`src/rtl/psg_core_stereo_if.sv`:
```
// Write port and stereo sample bus of psg_core_stereo.
// The host side drives the write strobes; the generator returns ready and the two samples.
interface psg_core_stereo_if #(
  parameter int unsigned MASTER_OUTPUT_BITS = 7
);
  logic [7:0]                    data_in;
  logic                          wr;
  logic                          pan_wr;
  logic                          ready;
  logic [MASTER_OUTPUT_BITS-1:0] audio_l;
  logic [MASTER_OUTPUT_BITS-1:0] audio_r;

  modport master (
    output data_in, wr, pan_wr,
    input  ready, audio_l, audio_r
  );

  modport slave (
    input  data_in, wr, pan_wr,
    output ready, audio_l, audio_r
  );
endinterface

```
`src/rtl/psg_core_stereo.sv`:
```
// SN76489-style sound generator: up to three tone channels, one LFSR noise channel,
// clock prescaler, write back-pressure and a per-channel stereo pan mixer.
module psg_core_stereo #(
  parameter int unsigned          NUM_TONES           = 3,
  parameter int unsigned          CLOCK_DIV           = 16,
  parameter int unsigned          CHANNEL_OUTPUT_BITS = 8,
  parameter int unsigned          MASTER_OUTPUT_BITS  = 7,
  parameter int unsigned          LFSR_BITS           = 16,
  parameter logic [LFSR_BITS-1:0] WHITE_TAPS          = 16'h0009,
  parameter int unsigned          WRITE_BUSY_CYCLES   = 4
) (
  input logic              clk,
  input logic              reset,
  psg_core_stereo_if.slave bus
);

  localparam int unsigned PresW = (CLOCK_DIV > 1) ? $clog2(CLOCK_DIV) : 1;
  localparam int unsigned BusyW = (WRITE_BUSY_CYCLES > 0) ? $clog2(WRITE_BUSY_CYCLES + 1) : 1;
  localparam int unsigned AccW  = CHANNEL_OUTPUT_BITS + 2;
  localparam logic [LFSR_BITS-1:0] LfsrReload = {1'b1, {(LFSR_BITS - 1){1'b0}}};

  logic [PresW-1:0]                presc_q;
  logic                            tick;
  logic [BusyW-1:0]                busy_q;
  logic                            ready;
  logic [NUM_TONES-1:0][9:0]       freq_q;
  logic [NUM_TONES-1:0][9:0]       tone_cnt_q;
  logic [NUM_TONES-1:0]            tone_out_q;
  logic [3:0]                      attn_q [4];
  logic [2:0]                      latch_q;
  logic [7:0]                      pan_q;
  logic [2:0]                      noise_ctrl_q;
  logic [9:0]                      noise_cnt_q, noise_cnt_d, noise_rate;
  logic                            noise_tog_q, noise_tog_d, noise_shift;
  logic [LFSR_BITS-1:0]            lfsr_q;
  logic                            lfsr_fb;
  logic [MASTER_OUTPUT_BITS-1:0]   audio_l_q, audio_r_q, audio_l_d, audio_r_d;

  // Write decode: data bytes reuse the address/type held in the latch register.
  logic       accept, pan_we, reg_we, is_latch, wr_type, addr_ok;
  logic [1:0] wr_addr;
  logic       attn_we, freq_lo_we, freq_hi_we, noise_we;

  assign tick  = (presc_q == PresW'(CLOCK_DIV - 1));
  assign ready = (busy_q == '0);

  always_comb begin
    accept     = (bus.wr | bus.pan_wr) & ready;
    pan_we     = accept & bus.pan_wr;
    reg_we     = accept & ~bus.pan_wr;
    is_latch   = bus.data_in[7];
    wr_addr    = is_latch ? bus.data_in[6:5] : latch_q[2:1];
    wr_type    = is_latch ? bus.data_in[4] : latch_q[0];
    addr_ok    = (wr_addr == 2'd3) || (32'(wr_addr) < NUM_TONES);
    attn_we    = reg_we & wr_type & addr_ok;
    freq_lo_we = reg_we & ~wr_type & is_latch & (32'(wr_addr) < NUM_TONES);
    freq_hi_we = reg_we & ~wr_type & ~is_latch & (32'(wr_addr) < NUM_TONES);
    noise_we   = reg_we & ~wr_type & (wr_addr == 2'd3);
  end

  always_ff @(posedge clk or posedge reset) begin
    if (reset) begin
      presc_q <= '0;
      busy_q  <= '0;
      latch_q <= '0;
      pan_q   <= 8'hFF;
      for (int i = 0; i < 4; i++) attn_q[i] <= 4'd15;
    end else begin
      presc_q <= tick ? '0 : presc_q + 1'b1;
      if (accept && (WRITE_BUSY_CYCLES > 0)) begin
        busy_q <= BusyW'(WRITE_BUSY_CYCLES);
      end else if (busy_q != '0) begin
        busy_q <= busy_q - 1'b1;
      end
      if (reg_we && is_latch) latch_q <= bus.data_in[6:4];
      if (pan_we) pan_q <= bus.data_in;
      if (attn_we) attn_q[wr_addr] <= bus.data_in[3:0];
    end
  end

  // Tone channels; a new period is only picked up when the counter reloads.
  always_ff @(posedge clk or posedge reset) begin
    if (reset) begin
      freq_q     <= '0;
      tone_cnt_q <= '0;
      tone_out_q <= '1;
    end else begin
      for (int i = 0; i < int'(NUM_TONES); i++) begin
        if (freq_lo_we && (32'(wr_addr) == i)) freq_q[i][3:0] <= bus.data_in[3:0];
        if (freq_hi_we && (32'(wr_addr) == i)) freq_q[i][9:4] <= bus.data_in[5:0];
        if (tick) begin
          if (freq_q[i] <= 10'd1) begin
            tone_out_q[i] <= 1'b1;
          end else if (tone_cnt_q[i] <= 10'd1) begin
            tone_cnt_q[i] <= freq_q[i];
            tone_out_q[i] <= ~tone_out_q[i];
          end else begin
            tone_cnt_q[i] <= tone_cnt_q[i] - 10'd1;
          end
        end
      end
    end
  end

  always_comb begin
    unique case (noise_ctrl_q[1:0])
      2'b00:   noise_rate = 10'd16;
      2'b01:   noise_rate = 10'd32;
      2'b10:   noise_rate = 10'd64;
      default: noise_rate = freq_q[NUM_TONES-1];
    endcase
    noise_cnt_d = noise_cnt_q;
    noise_tog_d = noise_tog_q;
    if (tick) begin
      if (noise_rate <= 10'd1) begin
        noise_tog_d = 1'b1;
      end else if (noise_cnt_q <= 10'd1) begin
        noise_cnt_d = noise_rate;
        noise_tog_d = ~noise_tog_q;
      end else begin
        noise_cnt_d = noise_cnt_q - 10'd1;
      end
    end
    noise_shift = ~noise_tog_q & noise_tog_d;
    lfsr_fb     = noise_ctrl_q[2] ? ^(lfsr_q & WHITE_TAPS) : lfsr_q[0];
  end

  // A noise register write reloads the LFSR even if a shift lands on the same edge.
  always_ff @(posedge clk or posedge reset) begin
    if (reset) begin
      noise_ctrl_q <= 3'b100;
      noise_cnt_q  <= '0;
      noise_tog_q  <= 1'b1;
      lfsr_q       <= LfsrReload;
    end else begin
      noise_cnt_q <= noise_cnt_d;
      noise_tog_q <= noise_tog_d;
      if (noise_we) begin
        noise_ctrl_q <= bus.data_in[2:0];
        lfsr_q       <= LfsrReload;
      end else if (noise_shift) begin
        lfsr_q <= {lfsr_fb, lfsr_q[LFSR_BITS-1:1]};
      end
    end
  end

  function automatic logic [CHANNEL_OUTPUT_BITS-1:0] vol(input logic [3:0] a);
    logic [7:0] v8;
    unique case (a)
      4'd0:  v8 = 8'd255;
      4'd1:  v8 = 8'd203;
      4'd2:  v8 = 8'd161;
      4'd3:  v8 = 8'd128;
      4'd4:  v8 = 8'd102;
      4'd5:  v8 = 8'd81;
      4'd6:  v8 = 8'd64;
      4'd7:  v8 = 8'd51;
      4'd8:  v8 = 8'd40;
      4'd9:  v8 = 8'd32;
      4'd10: v8 = 8'd26;
      4'd11: v8 = 8'd20;
      4'd12: v8 = 8'd16;
      4'd13: v8 = 8'd13;
      4'd14: v8 = 8'd10;
      default: v8 = 8'd0;
    endcase
    return CHANNEL_OUTPUT_BITS'(v8) << (CHANNEL_OUTPUT_BITS - 8);
  endfunction

  logic [3:0]                     chan_bit;
  logic [CHANNEL_OUTPUT_BITS-1:0] level;
  logic [AccW-1:0]                sum_l, sum_r;

  always_comb begin
    chan_bit = {lfsr_q[0], 3'(tone_out_q)};
    sum_l    = '0;
    sum_r    = '0;
    level    = '0;
    for (int i = 0; i < 4; i++) begin
      level = chan_bit[i] ? vol(attn_q[i]) : '0;
      if (pan_q[4+i]) sum_l = sum_l + AccW'(level);
      if (pan_q[i])   sum_r = sum_r + AccW'(level);
    end
    audio_l_d = (sum_l[AccW-1:CHANNEL_OUTPUT_BITS] != '0) ? '1
              : sum_l[CHANNEL_OUTPUT_BITS-1 -: MASTER_OUTPUT_BITS];
    audio_r_d = (sum_r[AccW-1:CHANNEL_OUTPUT_BITS] != '0) ? '1
              : sum_r[CHANNEL_OUTPUT_BITS-1 -: MASTER_OUTPUT_BITS];
  end

  always_ff @(posedge clk or posedge reset) begin
    if (reset) begin
      audio_l_q <= '0;
      audio_r_q <= '0;
    end else begin
      audio_l_q <= audio_l_d;
      audio_r_q <= audio_r_d;
    end
  end

  assign bus.ready   = ready;
  assign bus.audio_l = audio_l_q;
  assign bus.audio_r = audio_r_q;

endmodule

```
`src/flat_wrapper.sv`:
```
// flat-port wrapper written by rule: the top's interface ports become plain ports
module psg_core_stereo_flat 
#(
  parameter int unsigned          NUM_TONES           = 3,
  parameter int unsigned          CLOCK_DIV           = 16,
  parameter int unsigned          CHANNEL_OUTPUT_BITS = 8,
  parameter int unsigned          MASTER_OUTPUT_BITS  = 7,
  parameter int unsigned          LFSR_BITS           = 16,
  parameter logic [LFSR_BITS-1:0] WHITE_TAPS          = 16'h0009,
  parameter int unsigned          WRITE_BUSY_CYCLES   = 4
)
  (clk, reset, bus_data_in, bus_wr, bus_pan_wr, bus_ready, bus_audio_l, bus_audio_r);
  psg_core_stereo_if #(.MASTER_OUTPUT_BITS(MASTER_OUTPUT_BITS)) bus_i ();
  input logic clk;
  input logic reset;
  input wire logic [$bits(bus_i.data_in)-1:0] bus_data_in;
  input wire logic [$bits(bus_i.wr)-1:0] bus_wr;
  input wire logic [$bits(bus_i.pan_wr)-1:0] bus_pan_wr;
  output wire logic [$bits(bus_i.ready)-1:0] bus_ready;
  output wire logic [$bits(bus_i.audio_l)-1:0] bus_audio_l;
  output wire logic [$bits(bus_i.audio_r)-1:0] bus_audio_r;
  assign bus_i.data_in = bus_data_in;
  assign bus_i.wr = bus_wr;
  assign bus_i.pan_wr = bus_pan_wr;
  assign bus_ready = bus_i.ready;
  assign bus_audio_l = bus_i.audio_l;
  assign bus_audio_r = bus_i.audio_r;
  psg_core_stereo #(.NUM_TONES(NUM_TONES), .CLOCK_DIV(CLOCK_DIV), .CHANNEL_OUTPUT_BITS(CHANNEL_OUTPUT_BITS), .MASTER_OUTPUT_BITS(MASTER_OUTPUT_BITS), .LFSR_BITS(LFSR_BITS), .WHITE_TAPS(WHITE_TAPS), .WRITE_BUSY_CYCLES(WRITE_BUSY_CYCLES)) u_core (.clk(clk), .reset(reset), .bus(bus_i));
endmodule
```
`config.mk`:
```
export PLATFORM = sky130hd
export DESIGN_NAME = psg_core_stereo_flat
export DESIGN_NICKNAME = d
export VERILOG_FILES = /design/src/rtl/psg_core_stereo_if.sv /design/src/rtl/psg_core_stereo.sv /design/src/flat_wrapper.sv
export SDC_FILE = /design/constraint.sdc
export NUM_CORES = 1
export LEC_CHECK = 0
export CORE_MARGIN = 3
export CORE_UTILIZATION = 62
export CTS_CLUSTER_SIZE = 14
export DETAILED_ROUTE_END_ITERATION = 12
export PLACE_DENSITY = 0.87
export SYNTH_ARGS = -nofsm -noshare
export SYNTH_HDL_FRONTEND = slang
export SYNTH_SLANG_ARGS = --single-unit
```
`constraint.sdc`:
```
create_clock -name clk -period 6.6 [get_ports clk]
set_input_delay 1.32 -clock clk [delete_from_list [all_inputs] [get_ports clk]]
set_output_delay 1.32 -clock clk [all_outputs]
set_load 0.01 [all_outputs]
```
==> impl_metrics.py <==
metrics = {
    "synth": {
        "ys_ff_latch": 141,
        "synth.largest_area_cell": "dfrtp_1",
        "synthMuxAreaShare_pct": 7.665,
        "seq_area_frac_synth_pct": 34.51,
        "synth_top_area_share_pct": 26.88,
        "async_flop_share_pct": 100.0,
        "yosys.area_share.simple_pct": 19.21,
        "synth_cell_types": 78,
        "syn_nets": 1304,
        "synth_adder_area_share_pct": 10.24,
        "postSynthAreaPerCell_um2": 8.532,
        "syn_area_mm2": 0.01033,
        "synth_top_flop_cell": "dfrtp_1",
        "synth_top_family_by_area": "compound AO/OA/AOI/OAI gates",
        "synth_edf_count": 0,
        "yosysWarnings": 0,
        "synth-xor-area-share_pct": 2.204,
        "synthCells": 1211,
        "synth-compound-area-share_pct": 21.87,
        "synth.top_cells.by_area": "dfrtp_1, ha_1, dfstp_2, mux2_2, a21oi_1",
    },
    "worst_setup_path": {
        "rr_startpoint": "u_core.attn_q[13]",
        "worstRegToRegCells": 22,
        "rrSetupSlack_ps": 540,
        "cp_data_arrival_time_ps": 6350,
        "end_kind": "flop",
        "critPathLaunchType": "flop",
        "r2r_end": "u_core.bus.audio_l[4]",
        "worst_ep_required_time_ps": 6900,
        "crit_type": "reg2reg",
        "worstPathMaxFanout": 9,
        "crit_start": "u_core.attn_q[13]",
    },
    "floorplanning": {
        "die_h_um": 135.1,
        "initial_core_util_pct": 64.11,
        "rows": 46,
        "io_pins": 27,
        "dieWidth_um": 135.1,
        "die-area_mm2": 0.01825,
        "core_region_area_mm2": 0.01612,
    },
    "sta": {
        "rsz0062_at_grt": "no",
        "setup_tns_ps": 0,
        "maxSlewViolCount": 0,
        "setup_viol": 0,
        "fin_crit_sh_pct": 91.74,
        "slew_headroom_pct": 15.59,
        "max_slew.worst_pin.slew_ps": 1260,
        "hold_viol_final": 0,
        "fin_worst_skew_ps": 8.815,
        "clock.fmax_mhz": 165.2,
        "period_needed_ps": 6055,
    },
    "routing": {
        "ant_nets": 0,
        "viasPerCell": 6.254,
        "drc": 0,
        "wl_mm": 24.30,
        "wl_per_cell_um": 16.93,
        "drt_iter0_drc": 591,
        "firstDrtPassIters": 6,
        "via_count": 8975,
    },
    "clock_network": {
        "cts.sinks": 141,
        "cts_tree": "built",
        "clockRootBuffer": "clkbuf_16",
        "clk_pin_slew_ps": 60,
        "cts_inserted_buffers": 17,
        "worstSkewPairLatency_ps": 420,
        "cts.htree.levels": 4,
        "clockBufferDepth": 2,
    },
    "run": {
        "drv_cap": 0,
    },
    "finish": {
        "area_growth_pct": 9.361,
        "final_cells": 1435,
        "fill_cells": 1239,
        "antenna_cells": 0,
        "final_common_cell": "nand2_1",
        "layout_common_cells": "nand2_1, a21oi_1, dfrtp_1",
        "nNetsFinal": 1299,
        "layout-drive-gt1-share_pct": 11.89,
    },
    "min_path": {
        "hold_path.class": "reg2reg",
        "worstHoldEndpoint": "u_core.busy_q[2]",
        "hold_path_depth": 1,
        "hp-start": "u_core.busy_q[2]",
    },
    "placed_design": {
        "dpl.cell_count": 1403,
        "gp_congestion": 0.8933,
        "place_hpwl_mm": 17.09,
        "io_buffers": 26,
    },
    "global_routing": {
        "grt_pass1_vias": 8501,
        "grt_max_degree": 96,
        "antenna_found_initial": 1,
        "track_usage_pct": 26.97,
        "grt_pass1_wl_mm": 39.98,
        "grt-ovfl-total": 0,
    },
    "outcome": {
        "status": "finished clean",
    },
}
cells in the mapped netlist, types with 12 or more instances:
master / instances
nand2_1: 148
a21oi_1: 114
dfrtp_1: 111
o21ai_0: 96
nor2_1: 91
ha_1: 75
inv_1: 62
mux2_2: 57
clkbuf_1: 48
nand3_1: 32
dfstp_2: 30
nor3_1: 27
nand2b_1: 19
nor2b_1: 19
xnor2_1: 16
mux2i_1: 15
o31ai_1: 15
a31oi_1: 14
or3_1: 14
a21o_1: 13
o21a_1: 12
state kept, by name, summed over array words and instances, names as in the netlist, 7 cells and up:
| signal | flops |
|---|---|
| u_core.lfsr_q | 16 |
| u_core.freq_q | 30 |
| u_core.noise_cnt_q | 10 |
| u_core.pan_q | 8 |
| u_core.bus.audio_l | 7 |
| u_core.attn_q | 16 |
| u_core.tone_cnt_q | 30 |
| u_core.bus.audio_r | 7 |
how the worst max path moves through the flow:
stage / endpoint / slack, ps / depth (start not counted)
after CTS: u_core.bus.audio_l[6] / 520 / 25
after global routing: u_core.bus.audio_l[4] / 20 / 24
final: u_core.bus.audio_l[4] / 540 / 22
after global placement: u_core.bus.audio_l[3] / 740 / 25
after floorplan: u_core.bus.audio_l[0] / 1060 / 25
after detailed placement: u_core.bus.audio_l[0] / 550 / 25
logic make-up after synthesis:
group | Yosys count
mux | 72
buf+inv | 116
simple gates | 416
fa+ha+maj | 81
flops | 141
xor+xnor | 26
compound gates | 359
metrics by stage:
stage                     utilization, %  hold WS [ps]  instance area, um2  setup slack, ps
final                              70.12         478.4               11300            544.9
after CTS                          70.02         480.3               11280            524.9
after global routing               70.12         501.8               11300            17.24
after global placement             66.29         465.3               10680            741.9
after floorplan                        -         442.7               10330             1062
after detailed placement           66.29         472.3               10680            548.3
repair_timing:
| action | CTS | global route |
|---|---|---|
| setup buffers | 0 | 0 |
| setup endpoints to repair | 0 | 3 |
| resized for setup | 0 | 2 |
| hold buffers | 0 | 0 |
final cells by class:
cell class	instances	area, um2	area share [%]
multi-input cells	954	6337	56.08
repair buffers	29	282.8	2.502
clock inverters	10	137.6	1.218
well taps	216	270.3	2.392
flip-flops and latches	141	3566	31.56
clock buffers	22	464.2	4.108
inverters	63	241.5	2.137
layer usage:
layer / global-route usage, % / up-vias / part of all wire [%]
met1: 34.97 / 4307 / 43
met4: 8.511 / 2 / 2.3
li1: - / 4341 / -
met2: 45.82 / 267 / 49
met5: 0 / - / 0.045
met3: 5.179 / 58 / 5.4
worst max-delay path: stages (launching register included):
cell and delay [ps]:
dfstp_2 600, inv_1 100, ha_1 290, nor2b_1 40, o311ai_0 850, nor2_1 130
ha_1 370, a21oi_1 380, and3b_1 240, nor3_1 60, a21o_1 170, ha_1 300
o21ai_0 80, a21oi_1 150, nor3_1 80, or3_1 380, ha_1 260, or3_1 380
a21o_1 180, a31oi_2 210, nand3b_1 150, o311ai_4 400, o21ai_1 110
Power is not shown: default switching activity piles up to over one toggle a cycle in this logic, so the estimate is an artifact.
==> patch (same flow settings) <==
`WHITE_TAPS` is set to 16'h0009 in 2 places; all go to 16'h0004.
--- a/src/rtl/psg_core_stereo.sv
+++ b/src/rtl/psg_core_stereo.sv
@@ -7,5 +7,5 @@
   parameter int unsigned          MASTER_OUTPUT_BITS  = 7,
   parameter int unsigned          LFSR_BITS           = 16,
-  parameter logic [LFSR_BITS-1:0] WHITE_TAPS          = 16'h0009,
+  parameter logic [LFSR_BITS-1:0] WHITE_TAPS          = 16'h0004,
   parameter int unsigned          WRITE_BUSY_CYCLES   = 4
 ) (
--- a/src/flat_wrapper.sv
+++ b/src/flat_wrapper.sv
@@ -7,5 +7,5 @@
   parameter int unsigned          MASTER_OUTPUT_BITS  = 7,
   parameter int unsigned          LFSR_BITS           = 16,
-  parameter logic [LFSR_BITS-1:0] WHITE_TAPS          = 16'h0009,
+  parameter logic [LFSR_BITS-1:0] WHITE_TAPS          = 16'h0004,
   parameter int unsigned          WRITE_BUSY_CYCLES   = 4
 )
Formal check against the unedited RTL: no difference found for any inputs over 4 cycles, from zero or initial values and one cycle with reset high; that may be too few to reach the edited logic, so the function may still have changed.
==> patch against the unedited design <==
  * Area after synthesis down 0.31%
  * Design area down 0.21%
  * Wire length down 0.63%
  * Clock skew up 0.0016 ns
  * Setup slack worse by 0.14 ns
  * Sequential cell count unchanged
Power is left out: the tool's default activity adds up to more than one toggle a clock period on the data nets, which glitch-free logic cannot reach.
==> patch: results (changes against the unedited design) <==
Placed design
  • Post-DP Area: 10660 µm² (was 10680 µm²)
  • Dpl ws: 0.5583 ns (was 0.5483 ns)
  • Gpl congestion: 0.9514 (was 0.8933)
  • DP Cell Count: 1376 (was 1403)
  • DPL Wire Length: 17.06 mm (was 17.09 mm)

Synthesis
  • Sequential area share after synthesis: 34.62% (was 34.51%)
  • Syn avg cell area: 8.699 µm² (was 8.532 µm²)
  • Async S/R FF share, synth: 100.0% (unchanged)
  • Synth area leaders: dfrtp_1, ha_1, dfstp_2 (unchanged)
  • Synthesized area: 10300 µm² (was 10330 µm²)
  • Commonest cells post-synth: dfrtp_1, o21ai_0, nor2_1 (was nand2_1, a21oi_1, dfrtp_1)
  • Synth unique cells: 84 (was 78)
  • Share of the synthesized area in the top cell type: 26.97% (was 26.88%)

Finish
  • Inverters: 67 (was 63)
  • Top Registers: u_core.freq_q (30), u_core.tone_cnt_q (30) (unchanged)
  • Multi-input logic area: 6266 µm² (was 6337 µm²)
  • Share of cells above drive strength 1: 11.91% (was 11.89%)
  • #MultiIn Comb: 921 (was 954)
  • Fill count: 1171 (was 1239)
  • Fraction of area in multi-input gates: 55.57% (was 56.08%)
  • Final non-clock buffer share: 2.641% (was 2.502%)
  • Repair and plain buffers: 31 (was 29)
  • Final nets: 1272 (was 1299)
  • Final clock-cell share: 5.493% (was 5.326%)
  • # clk buffers: 18 (was 22)

Detailed routing
  • Drt first pass iters: 5 (was 6)
  • Routed wl met2: 11.40 mm (was 11.95 mm)
  • WL per Instance: 17.15 µm (was 16.93 µm)
  • Routed vias: 8909 (was 8975)
  • Routed wire length: 24.15 mm (was 24.30 mm)
  • Metal-1 WL: 10.49 mm (was 10.48 mm)
  • DRT iter0 DRCs: 738 (was 591)
  • WL met3: 1.449 mm (was 1.309 mm)

Global route
  • First-pass GRT wire length: 40.13 mm (was 39.98 mm)
  • Total track usage: 27.25% (was 26.97%)
  • Largest net degree at the start of global routing: 92 (was 96)
  • Vias in the first global route: 8367 (was 8501)

STA
  • Slew @ Worst Pin: 1.151 ns (was 1.260 ns)
  • Hold WS: 0.4717 ns (was 0.4784 ns)
  • Final Skew: 0.01045 ns (was 0.008815 ns)
  • Fmax: 161.4 MHz (was 165.2 MHz)

Setup path
  • Worst Path Arrival: 6.54 ns (was 6.35 ns)
  • Cells on worst reg2reg path: 28 (was 22)
  • Critical Path Source Type: register (unchanged)
  • RR Startpoint: u_core.attn_q[8] (was u_core.attn_q[13])
  • Max FO, Critical Path: 7 (was 9)
  • R2r endpoint: u_core.bus.audio_r[6] (was u_core.bus.audio_l[4])
  • Largest stage delay, worst path: 0.58 ns (was 0.85 ns)
  • CP max-delay cell: dfstp_2 (was o311ai_0)

Outcome
  • Outcome: completed (unchanged)

Hold path
  • Hold/Removal Path Class: reg -> reg (unchanged)
  • Hold_sp: u_core.tone_cnt_q[19] (was u_core.busy_q[2])
  • Min-Delay Endpoint: u_core.tone_cnt_q[19] (was u_core.busy_q[2])

Clocking
  • Cts repair resizes: 0 (unchanged)
## patch: cell count changes after synthesis, moves of 6 or more
cell	unedited run	this run
o21ai_0	96	103
mux2_2	57	51
a21oi_1	114	89
o31ai_1	15	8
mux2i_1	15	31
nand2b_1	19	25
or3_1	14	8
nor2_1	91	101
nand2_1	148	99
## patch: cell families (layout without fill, tap and decap cells)
| kind of cell | count (synthesis) | count (layout) | share of synthesized area (%) |
|---|---|---|---|
| flip-flops | 141 | 141 | 34.62 |
| multiplexers | 83 | 83 | 8.734 |
| buffers and inverters | 122 | 130 | 4.543 |
| adder cells (fa/ha/maj) | 84 | 84 | 10.58 |
| XOR/XNOR | 25 | 25 | 2.126 |
| AO/OA/AOI/OAI | 364 | 364 | 22.60 |
| AND/OR/NAND/NOR | 365 | 365 | 16.80 |
## patch: layer usage
layer / track usage [%] / vias to the layer above
li1: - / 4280
met1: 35.64 / 4298
met2: 44.91 / 269
met5: 0 / -
met4: 10.97 / 2
met3: 5.067 / 60
